File: config.mk
export PLATFORM = sky130hd
export DESIGN_NAME = an_sec_decode_arbiter_flat
export DESIGN_NICKNAME = d
export VERILOG_FILES = /design/src/rtl/an_sec_decode_arbiter_if.sv /design/src/rtl/an_sec_decode_arbiter.sv /design/src/flat_wrapper.sv
export SDC_FILE = /design/constraint.sdc
export NUM_CORES = 1
export LEC_CHECK = 0
export ABC_AREA = 1
export BUFFER_PORTS_ARGS = -buffer_cell sky130_fd_sc_hd__buf_2
export CAP_MARGIN = 40
export CORE_MARGIN = 2
export CORE_UTILIZATION = 35
export CTS_CLUSTER_SIZE = 20
export DETAILED_ROUTE_END_ITERATION = 7
export GPL_TIMING_DRIVEN = 1
export PLACE_DENSITY_LB_ADDON = 0.15
export SYNTH_ARGS = -nofsm -noshare
export SYNTH_HDL_FRONTEND = slang
export SYNTH_SLANG_ARGS = --single-unit
File: constraint.sdc
create_clock -name clk -period 4 [get_ports clk]
set_input_delay 0.4 -clock clk [delete_from_list [all_inputs] [get_ports clk]]
set_output_delay 0.4 -clock clk [all_outputs]
set_load 0.01 [all_outputs]
File: src/rtl/an_sec_decode_arbiter_if.sv
// Bus bundle between the requesters, the shared AN-code SEC decoder and the
// response consumer. The arbiter connects through the master modport.
interface an_sec_decode_arbiter_if #(
   parameter int unsigned NUM_REQ  = 4,
   parameter int unsigned ID_BITS  = 2,
   parameter int unsigned W_BITS   = 36,
   parameter int unsigned N_BITS   = 29,
   parameter int unsigned CNT_BITS = 16
);
   logic [NUM_REQ-1:0]        req_valid;
   logic [NUM_REQ*W_BITS-1:0] req_w;
   logic [NUM_REQ-1:0]        req_ready;
   logic                      dec_start;
   logic [W_BITS-1:0]         dec_w;
   logic                      dec_done;
   logic [N_BITS-1:0]         dec_n;
   logic                      dec_corr;
   logic                      rsp_valid;
   logic                      rsp_ready;
   logic [ID_BITS-1:0]        rsp_id;
   logic [N_BITS-1:0]         rsp_n;
   logic                      rsp_corr;
   logic                      rsp_tmo;
   logic [CNT_BITS-1:0]       corr_count;

   modport master (
      input  req_valid, req_w, dec_done, dec_n, dec_corr, rsp_ready,
      output req_ready, dec_start, dec_w, rsp_valid, rsp_id, rsp_n, rsp_corr, rsp_tmo,
             corr_count
   );

   modport slave (
      output req_valid, req_w, dec_done, dec_n, dec_corr, rsp_ready,
      input  req_ready, dec_start, dec_w, rsp_valid, rsp_id, rsp_n, rsp_corr, rsp_tmo,
             corr_count
   );
endinterface

File: src/rtl/an_sec_decode_arbiter.sv
// Round-robin arbiter sharing one AN-code (A=83) SEC decoder among NUM_REQ
// requesters. One job in flight: grant, start decoder, wait (with timeout),
// then hold the response until the consumer accepts it.
module an_sec_decode_arbiter #(
   parameter int unsigned NUM_REQ  = 4,
   parameter int unsigned ID_BITS  = 2,
   parameter int unsigned W_BITS   = 36,
   parameter int unsigned N_BITS   = 29,
   parameter int unsigned TMO      = 15,
   parameter int unsigned CNT_BITS = 16
) (
   input logic                   clk,
   input logic                   rst_n,
   an_sec_decode_arbiter_if.master bus
);

   typedef enum logic [1:0] {StIdle, StIssue, StWait, StResp} state_t;

   state_t              state_q;
   logic [ID_BITS-1:0]  rr_ptr_q;
   logic [ID_BITS-1:0]  id_q;
   logic [W_BITS-1:0]   dec_w_q;
   logic                dec_start_q;
   logic                rsp_valid_q;
   logic [N_BITS-1:0]   rsp_n_q;
   logic                rsp_corr_q;
   logic                rsp_tmo_q;
   logic [CNT_BITS-1:0] corr_count_q;
   logic [7:0]          wait_cnt_q;

   logic [W_BITS-1:0]   req_words [NUM_REQ];
   logic [ID_BITS:0]    scan;
   logic [ID_BITS-1:0]  win_idx;
   logic                win_found;
   logic [NUM_REQ-1:0]  grant;

   for (genvar g = 0; g < NUM_REQ; g++) begin : g_words
      assign req_words[g] = bus.req_w[g*W_BITS +: W_BITS];
   end

   // Pick the first valid requester scanning upward from rr_ptr, wrapping mod NUM_REQ.
   always_comb begin
      scan      = '0;
      win_idx   = '0;
      win_found = 1'b0;
      for (int k = 0; k < NUM_REQ; k++) begin
         scan = {1'b0, rr_ptr_q} + (ID_BITS+1)'(k);
         if (scan >= (ID_BITS+1)'(NUM_REQ)) begin
            scan = scan - (ID_BITS+1)'(NUM_REQ);
         end
         if (!win_found && bus.req_valid[scan[ID_BITS-1:0]]) begin
            win_found = 1'b1;
            win_idx   = scan[ID_BITS-1:0];
         end
      end
   end

   // One-hot grant, only offered while idle.
   always_comb begin
      grant = '0;
      if (state_q == StIdle && win_found) begin
         grant[win_idx] = 1'b1;
      end
   end

   // Transaction FSM; every output except the grant comes straight from a register.
   always_ff @(posedge clk or negedge rst_n) begin
      if (!rst_n) begin
         state_q      <= StIdle;
         rr_ptr_q     <= '0;
         id_q         <= '0;
         dec_w_q      <= '0;
         dec_start_q  <= 1'b0;
         rsp_valid_q  <= 1'b0;
         rsp_n_q      <= '0;
         rsp_corr_q   <= 1'b0;
         rsp_tmo_q    <= 1'b0;
         corr_count_q <= '0;
         wait_cnt_q   <= '0;
      end else begin
         dec_start_q <= 1'b0;
         unique case (state_q)
            StIdle: begin
               if (win_found) begin
                  dec_w_q     <= req_words[win_idx];
                  id_q        <= win_idx;
                  dec_start_q <= 1'b1;
                  state_q     <= StIssue;
               end
            end
            StIssue: begin
               wait_cnt_q <= '0;
               state_q    <= StWait;
            end
            StWait: begin
               wait_cnt_q <= wait_cnt_q + 8'd1;
               // A completion on the timeout cycle still counts as a real result.
               if (bus.dec_done) begin
                  rsp_n_q     <= bus.dec_n;
                  rsp_corr_q  <= bus.dec_corr;
                  rsp_tmo_q   <= 1'b0;
                  rsp_valid_q <= 1'b1;
                  state_q     <= StResp;
               end else if (wait_cnt_q == 8'(TMO - 1)) begin
                  rsp_n_q     <= '0;
                  rsp_corr_q  <= 1'b0;
                  rsp_tmo_q   <= 1'b1;
                  rsp_valid_q <= 1'b1;
                  state_q     <= StResp;
               end
            end
            StResp: begin
               if (bus.rsp_ready) begin
                  rsp_valid_q <= 1'b0;
                  rr_ptr_q    <= (id_q == ID_BITS'(NUM_REQ - 1)) ? '0 : id_q + ID_BITS'(1);
                  if (rsp_corr_q && (corr_count_q != '1)) begin
                     corr_count_q <= corr_count_q + CNT_BITS'(1);
                  end
                  state_q <= StIdle;
               end
            end
            default: state_q <= StIdle;
         endcase
      end
   end

   assign bus.req_ready  = grant;
   assign bus.dec_start  = dec_start_q;
   assign bus.dec_w      = dec_w_q;
   assign bus.rsp_valid  = rsp_valid_q;
   assign bus.rsp_id     = id_q;
   assign bus.rsp_n      = rsp_n_q;
   assign bus.rsp_corr   = rsp_corr_q;
   assign bus.rsp_tmo    = rsp_tmo_q;
   assign bus.corr_count = corr_count_q;

endmodule

File: src/flat_wrapper.sv
// flat-port wrapper written by rule: the top's interface ports become plain ports
module an_sec_decode_arbiter_flat 
#(
   parameter int unsigned NUM_REQ  = 4,
   parameter int unsigned ID_BITS  = 2,
   parameter int unsigned W_BITS   = 36,
   parameter int unsigned N_BITS   = 29,
   parameter int unsigned TMO      = 15,
   parameter int unsigned CNT_BITS = 16
)
  (clk, rst_n, bus_req_valid, bus_req_w, bus_dec_done, bus_dec_n, bus_dec_corr, bus_rsp_ready, bus_req_ready, bus_dec_start, bus_dec_w, bus_rsp_valid, bus_rsp_id, bus_rsp_n, bus_rsp_corr, bus_rsp_tmo, bus_corr_count);
  an_sec_decode_arbiter_if #(.NUM_REQ(NUM_REQ), .ID_BITS(ID_BITS), .W_BITS(W_BITS), .N_BITS(N_BITS), .CNT_BITS(CNT_BITS)) bus_i ();
  input logic clk;
  input logic rst_n;
  input wire logic [$bits(bus_i.req_valid)-1:0] bus_req_valid;
  input wire logic [$bits(bus_i.req_w)-1:0] bus_req_w;
  input wire logic [$bits(bus_i.dec_done)-1:0] bus_dec_done;
  input wire logic [$bits(bus_i.dec_n)-1:0] bus_dec_n;
  input wire logic [$bits(bus_i.dec_corr)-1:0] bus_dec_corr;
  input wire logic [$bits(bus_i.rsp_ready)-1:0] bus_rsp_ready;
  output wire logic [$bits(bus_i.req_ready)-1:0] bus_req_ready;
  output wire logic [$bits(bus_i.dec_start)-1:0] bus_dec_start;
  output wire logic [$bits(bus_i.dec_w)-1:0] bus_dec_w;
  output wire logic [$bits(bus_i.rsp_valid)-1:0] bus_rsp_valid;
  output wire logic [$bits(bus_i.rsp_id)-1:0] bus_rsp_id;
  output wire logic [$bits(bus_i.rsp_n)-1:0] bus_rsp_n;
  output wire logic [$bits(bus_i.rsp_corr)-1:0] bus_rsp_corr;
  output wire logic [$bits(bus_i.rsp_tmo)-1:0] bus_rsp_tmo;
  output wire logic [$bits(bus_i.corr_count)-1:0] bus_corr_count;
  assign bus_i.req_valid = bus_req_valid;
  assign bus_i.req_w = bus_req_w;
  assign bus_i.dec_done = bus_dec_done;
  assign bus_i.dec_n = bus_dec_n;
  assign bus_i.dec_corr = bus_dec_corr;
  assign bus_i.rsp_ready = bus_rsp_ready;
  assign bus_req_ready = bus_i.req_ready;
  assign bus_dec_start = bus_i.dec_start;
  assign bus_dec_w = bus_i.dec_w;
  assign bus_rsp_valid = bus_i.rsp_valid;
  assign bus_rsp_id = bus_i.rsp_id;
  assign bus_rsp_n = bus_i.rsp_n;
  assign bus_rsp_corr = bus_i.rsp_corr;
  assign bus_rsp_tmo = bus_i.rsp_tmo;
  assign bus_corr_count = bus_i.corr_count;
  an_sec_decode_arbiter #(.NUM_REQ(NUM_REQ), .ID_BITS(ID_BITS), .W_BITS(W_BITS), .N_BITS(N_BITS), .TMO(TMO), .CNT_BITS(CNT_BITS)) u_core (.clk(clk), .rst_n(rst_n), .bus(bus_i));
endmodule
# == After elaboration in Yosys (flattened, before gate mapping) ==
# Index checks and enable logic that the tools add are counted.
# totals
ff_bits,99
inputBits,182
wordCells,105
# classes
addsub,10
order_cmp,11
eq_ne,9
mux,44
n_bitwise,1
n_reduce_logical,19
# op_table
op,count
binary-select mux 36 bit (select 2 bit),1
2-to-1 mux 36 bit,2
2-to-1 mux 29 bit,2
2-to-1 mux 2 bit,13
2-to-1 mux 1 bit,17
adder 16 x 1 -> 16 bit (second input constant),1
!= test 16 bit (second input constant),1
case mux 8 bit (2 select lines),1
less-than comparator 2 x 3 -> 1 bit (second input constant),5
greater-or-equal comparator 3 bit (second input constant),4
AND reduction 3 bit,3
adder 8 x 1 -> 8 bit (second input constant),1
binary-select mux 1 bit (select 2 bit),4
equality test 8 x 4 -> 1 bit (second input constant),1
case mux 2 bit (4 select lines),1
subtractor 2 x 1 -> 2 bit (second input constant),4
adder 2 x 2 -> 3 bit (second input constant),2
equality test 2 bit (second input constant),3
logical AND 1 bit,6
AND reduction 2 bit,3
nonzero test 2 bit,3
2-to-1 mux 4 bit,1
adder 2 x 1 -> 3 bit (second input constant),1
greater-or-equal comparator 2 x 3 -> 1 bit (second input constant),1
other kinds (11),13

# == Longest topological paths before layout ==
# depth
word_depth,19
depth_mapped,15

# == Worst setup path before layout ==
# No wires, ideal clock.
# synth_path
kind,register to output
from,register u_core.rr_ptr_q[0]
to,output bus_req_ready[2]
arrival_ps,1647
required_ps,3600
setup_slack_ps,1953
stages_incl_launch_ff,14
n_path_buf,2
path_cell_list,dfrtp_1 buf_6 nand2_1 nand2_1 nand2_1 nand2_2 nor2_4 nand3_1 nand3_4 inv_4 nor2_8 buf_6 inv_2 nor2_1
# synth_via
elab_chain_cells,19
word_cells_on_any_way,44
classes_between,add/sub (7); order compare (6); mux (23); reduce/logical (8)
# synth_rtl
element,line_no,rtl
from (decl),an_sec_decode_arbiter.sv:20,logic [ID_BITS-1:0] rr_ptr_q;
from (signal assigned),an_sec_decode_arbiter.sv:115,rr_ptr_q <= (id_q == ID_BITS'(NUM_REQ - 1)) ? '0 : id_q + ID_BITS'(1);
"parallel branches: the longest is 18 deep, another holds adder 2 x 1 -> 3 bit",-,
2-to-1 mux 4 bit (*),an_sec_decode_arbiter.sv:61,if (state_q == StIdle && win_found) begin
to (decl),flat_wrapper.sv:21,output wire logic [$bits(bus_i.req_ready)-1:0] bus_req_ready;
# Mark *: on every way between the ends. The select of a mux whose other input is x is not followed.

# == Final worst setup path ==
# layout_path
from,register u_core.rr_ptr_q[0]
to,output bus_req_ready[3]
# Same word-level chain as after synthesis.

==> flow_metrics.py <==
metrics = {
    "route": {
        "drc_errors": 0,
        "dr.pass1.iters": 4,
        "wl_met3_um": 1428,
        "wirelength_um": 17170,
        "dr_total_vias": 6081,
        "wl_met1_um": 7436,
        "via_per_inst": 4.555,
        "top_layer": "met4",
        "wl_per_cell_um": 12.86,
        "wl_met2_um": 7983,
        "drtIter0Drc": 239,
        "ant_nets": 0,
    },
    "sta": {
        "setup_slack_ns": 0.7589,
        "worst_slew_pin_slew_ns": 0.7464,
        "fin_worst_skew_ns": 0.007609,
        "relSlewSlack": 0.5024,
        "min_period_ns": 3.241,
        "max_freq_mhz": 308.5,
        "hold_viol": 0,
        "tns_ns": 0,
        "fin_hold_ws_ns": 0.2683,
        "setup_viol": 0,
        "period_share": 0.8103,
        "finalMaxSlewViolations": 0,
        "grt_setup_unrepaired": "false",
    },
    "worst_setup_path": {
        "slowest_stage": "dfrtp_1",
        "path_buf_inv": 5,
        "crit_arrival_ns": 2.84,
        "rrSetupSlack_ns": 1.33,
        "start_kind": "flop",
        "critPathKind": "flop to output port",
        "r2r_start": "u_core.rr_ptr_q[0]",
        "path_cells": "inv_2 > nand2_1 > nand3_1 > nand2_1 > inv_1 > nand2_1 > nor2_2 > inv_2 > nand2_4 > inv_2 > nand2_1 > nor2_1 > buf_2",
        "critPathMaxStageDelay_ns": 0.57,
        "worst-path-max-fanout": 41,
        "crit_path_start": "u_core.rr_ptr_q[0]",
        "critPathCaptureType": "output port",
        "crit_family": "simple AND/OR/NAND/NOR gates",
        "crit_required_ns": 3.60,
        "cp_common_cell": "nand2_1",
    },
    "floorplan": {
        "ios": 273,
        "core_area_mm2": 0.01712,
        "start_util": 0.3543,
        "die_area_mm2": 0.01840,
        "placementRows": 48,
        "die_height_um": 135.6,
        "die_w_um": 135.6,
    },
    "cells_and_area": {
        "layout.nets": 1295,
        "drive_above_1_share": 0.2856,
        "synthToLayoutAreaGrowth_pct": 28.86,
        "n_antenna_cell": 0,
        "stdcell_count": 1335,
    },
    "logic_synthesis": {
        "postSynth.topFlopCell": "dfrtp_1",
        "synth-compound-area-share": 0.01795,
        "synth_area_per_cell_um2": 7.101,
        "synthSimpleGateAreaFrac": 0.4054,
        "synth_warnings": 0,
        "ys_seq_area_frac": 0.4085,
        "yosysUniqueCellTypes": 36,
        "ys_ff_latch": 99,
        "synth_area_mm2": 0.006065,
        "async_flop_share": 1.000,
        "synth.area.mux_share": 0.005570,
        "synthCells": 854,
        "synth_edf_count": 0,
        "synth_fp_nets": 1044,
        "yosys.area_share.adder": 0.01651,
        "synth_top_family_by_area": "simple AND/OR/NAND/NOR gates",
        "synth_xor_area_frac": 0.02022,
    },
    "pwr": {
        "p_per_area_mw_per_mm2": 772.0,
        "ir_drop_v": 0.0006093,
        "power.leakage_nw": 4.594,
    },
    "clocking": {
        "clock-root-buffer": "clkbuf_16",
        "htree_levels": 3,
        "clk_path_buf_depth": 2,
        "path_clk_slew_ns": 0.07,
        "clock_sinks": 99,
        "numCtsBuffers": 9,
        "clock_latency_ns": 0.35,
        "cts_tree": "built",
    },
    "global_route": {
        "grt_pass1_vias": 5563,
        "grt_max_degree": 97,
        "track_usage": 0.1885,
        "grt_first_pass_wirelength_um": 27430,
        "overflow": 0,
        "antenna_found_initial": 0,
    },
    "flow_run": {
        "max_cap_viol_count": 0,
    },
    "run_status": {
        "status": "complete, no violations",
    },
    "placement": {
        "dp_cells": 1318,
        "dpl.hpwl_um": 12940,
        "dp_slack_ns": 1.107,
        "place.gp.congestion": 0.8110,
        "port_buffers": 272,
    },
    "hold_path": {
        "hp-class": "input port to flop",
        "hp-start": "bus_dec_n[2]",
    },
}
==> sequential cells by signal, summed over array words and instances, names as in the netlist <==
register	count
u_core.bus.rsp_corr	1
u_core.bus.dec_start	1
u_core.rr_ptr_q	2
u_core.bus.rsp_id	2
u_core.state_q	2
u_core.bus.rsp_valid	1
u_core.bus.rsp_tmo	1
u_core.bus.corr_count	16
u_core.wait_cnt_q	8
u_core.bus.rsp_n	29
u_core.bus.dec_w	36
==> final timing paths <==
kind / endpoint / cells after the start
worst min register to register: u_core.bus.rsp_n[3] / 2
worst max register to register: u_core.bus.dec_w[0] / 12
worst min-delay path: u_core.bus.rsp_n[2] / 3
min in group asynchronous: u_core.bus.corr_count[7] / 2
max in group asynchronous: u_core.bus.dec_w[12] / 3
worst max-delay path: bus_req_ready[3] / 13
==> cells in the final DEF (no fill, tap or decap), types with 6 or more instances in the layout <==
| cell | instances |
|---|---|
| ha_1 | 8 |
| buf_2 | 271 |
| nand3_1 | 163 |
| nor3_1 | 11 |
| nor2_1 | 21 |
| nand2_1 | 275 |
| clkbuf_16 | 9 |
| o21ai_0 | 9 |
| inv_1 | 127 |
| or2_1 | 30 |
| buf_4 | 8 |
| dfrtp_1 | 99 |
| or2_0 | 14 |
| xor2_1 | 6 |
| xnor2_1 | 8 |
==> where the power goes <==
part	switching [mW]	internal [mW]	leakage, nW
combinational	2.27	1.22	3.19
sequential	0.241	1.40	1.26
clock	0.397	0.506	0.150
total	2.90	3.13	4.59
==> metal layers <==
metal  vias up  GRT usage
met3        21    0.06098
met1      2728     0.2375
met4         0    0.05729
met5         -          0
met2       193     0.3084
li1       3139          -
==> through the flow <==
stage	utilization	power (mW)	instance area, um2
2_1_floorplan	-	4.332	6065
3_3_place_gp	0.4382	5.172	7501
3_5_place_dp	0.4382	5.191	7501
4_1_cts	0.4566	6.135	7815
5_1_grt	0.4566	6.683	7815
6_report	0.4566	6.033	7815
==> area by class of cell <==
| class | count | area, um2 |
|---|---|---|
| inverters | 133 | 501.7 |
| clock buffers | 11 | 242.7 |
| multi-input cells | 582 | 2824 |
| clock inverters | 5 | 61.31 |
| repair buffers | 280 | 1426 |
| fillers | 1842 | 9301 |
| flip-flops and latches | 99 | 2477 |
| well taps | 225 | 281.5 |
==> logic make-up (layout without fill, tap and decap cells) <==
family	Yosys count	after routing
adders and majority gates	8	8
buffers and inverters	173	429
xor gates and xnor gates	14	14
and+or+nand+nor	537	537
DFF	99	99
AOI/OAI and AO/OA	20	20
muxes	3	3
==> cells in the mapped netlist, types with 6 or more instances <==
library cell	n	share of area
ha_1	8	0.017
buf_2	12	0.0099
nand3_1	163	0.13
xnor2_1	8	0.012
o21ai_0	9	0.0074
nand2_1	275	0.17
clkbuf_1	11	0.0068
inv_1	127	0.079
xor2_1	6	0.0087
nor2_1	21	0.013
or2_1	30	0.031
dfrtp_1	99	0.41
nor3_1	11	0.0091
or2_0	14	0.014
buf_6	10	0.019
==> worst min-delay path, stage by stage <==
cell and delay, ns:
buf_2 0.07, nand3_1 0.06, nand2_1 0.06
==> timing repair <==
action / 4_1_cts / 5_1_grt
setup buffers: 0 / 0
resized for setup: 0 / 0
endpoints found under the hold margin: 27 / 0
hold buffers: 1 / 0
endpoints found under the setup margin: 0 / 0
Note: power is estimated with default switching activity, not from simulation.
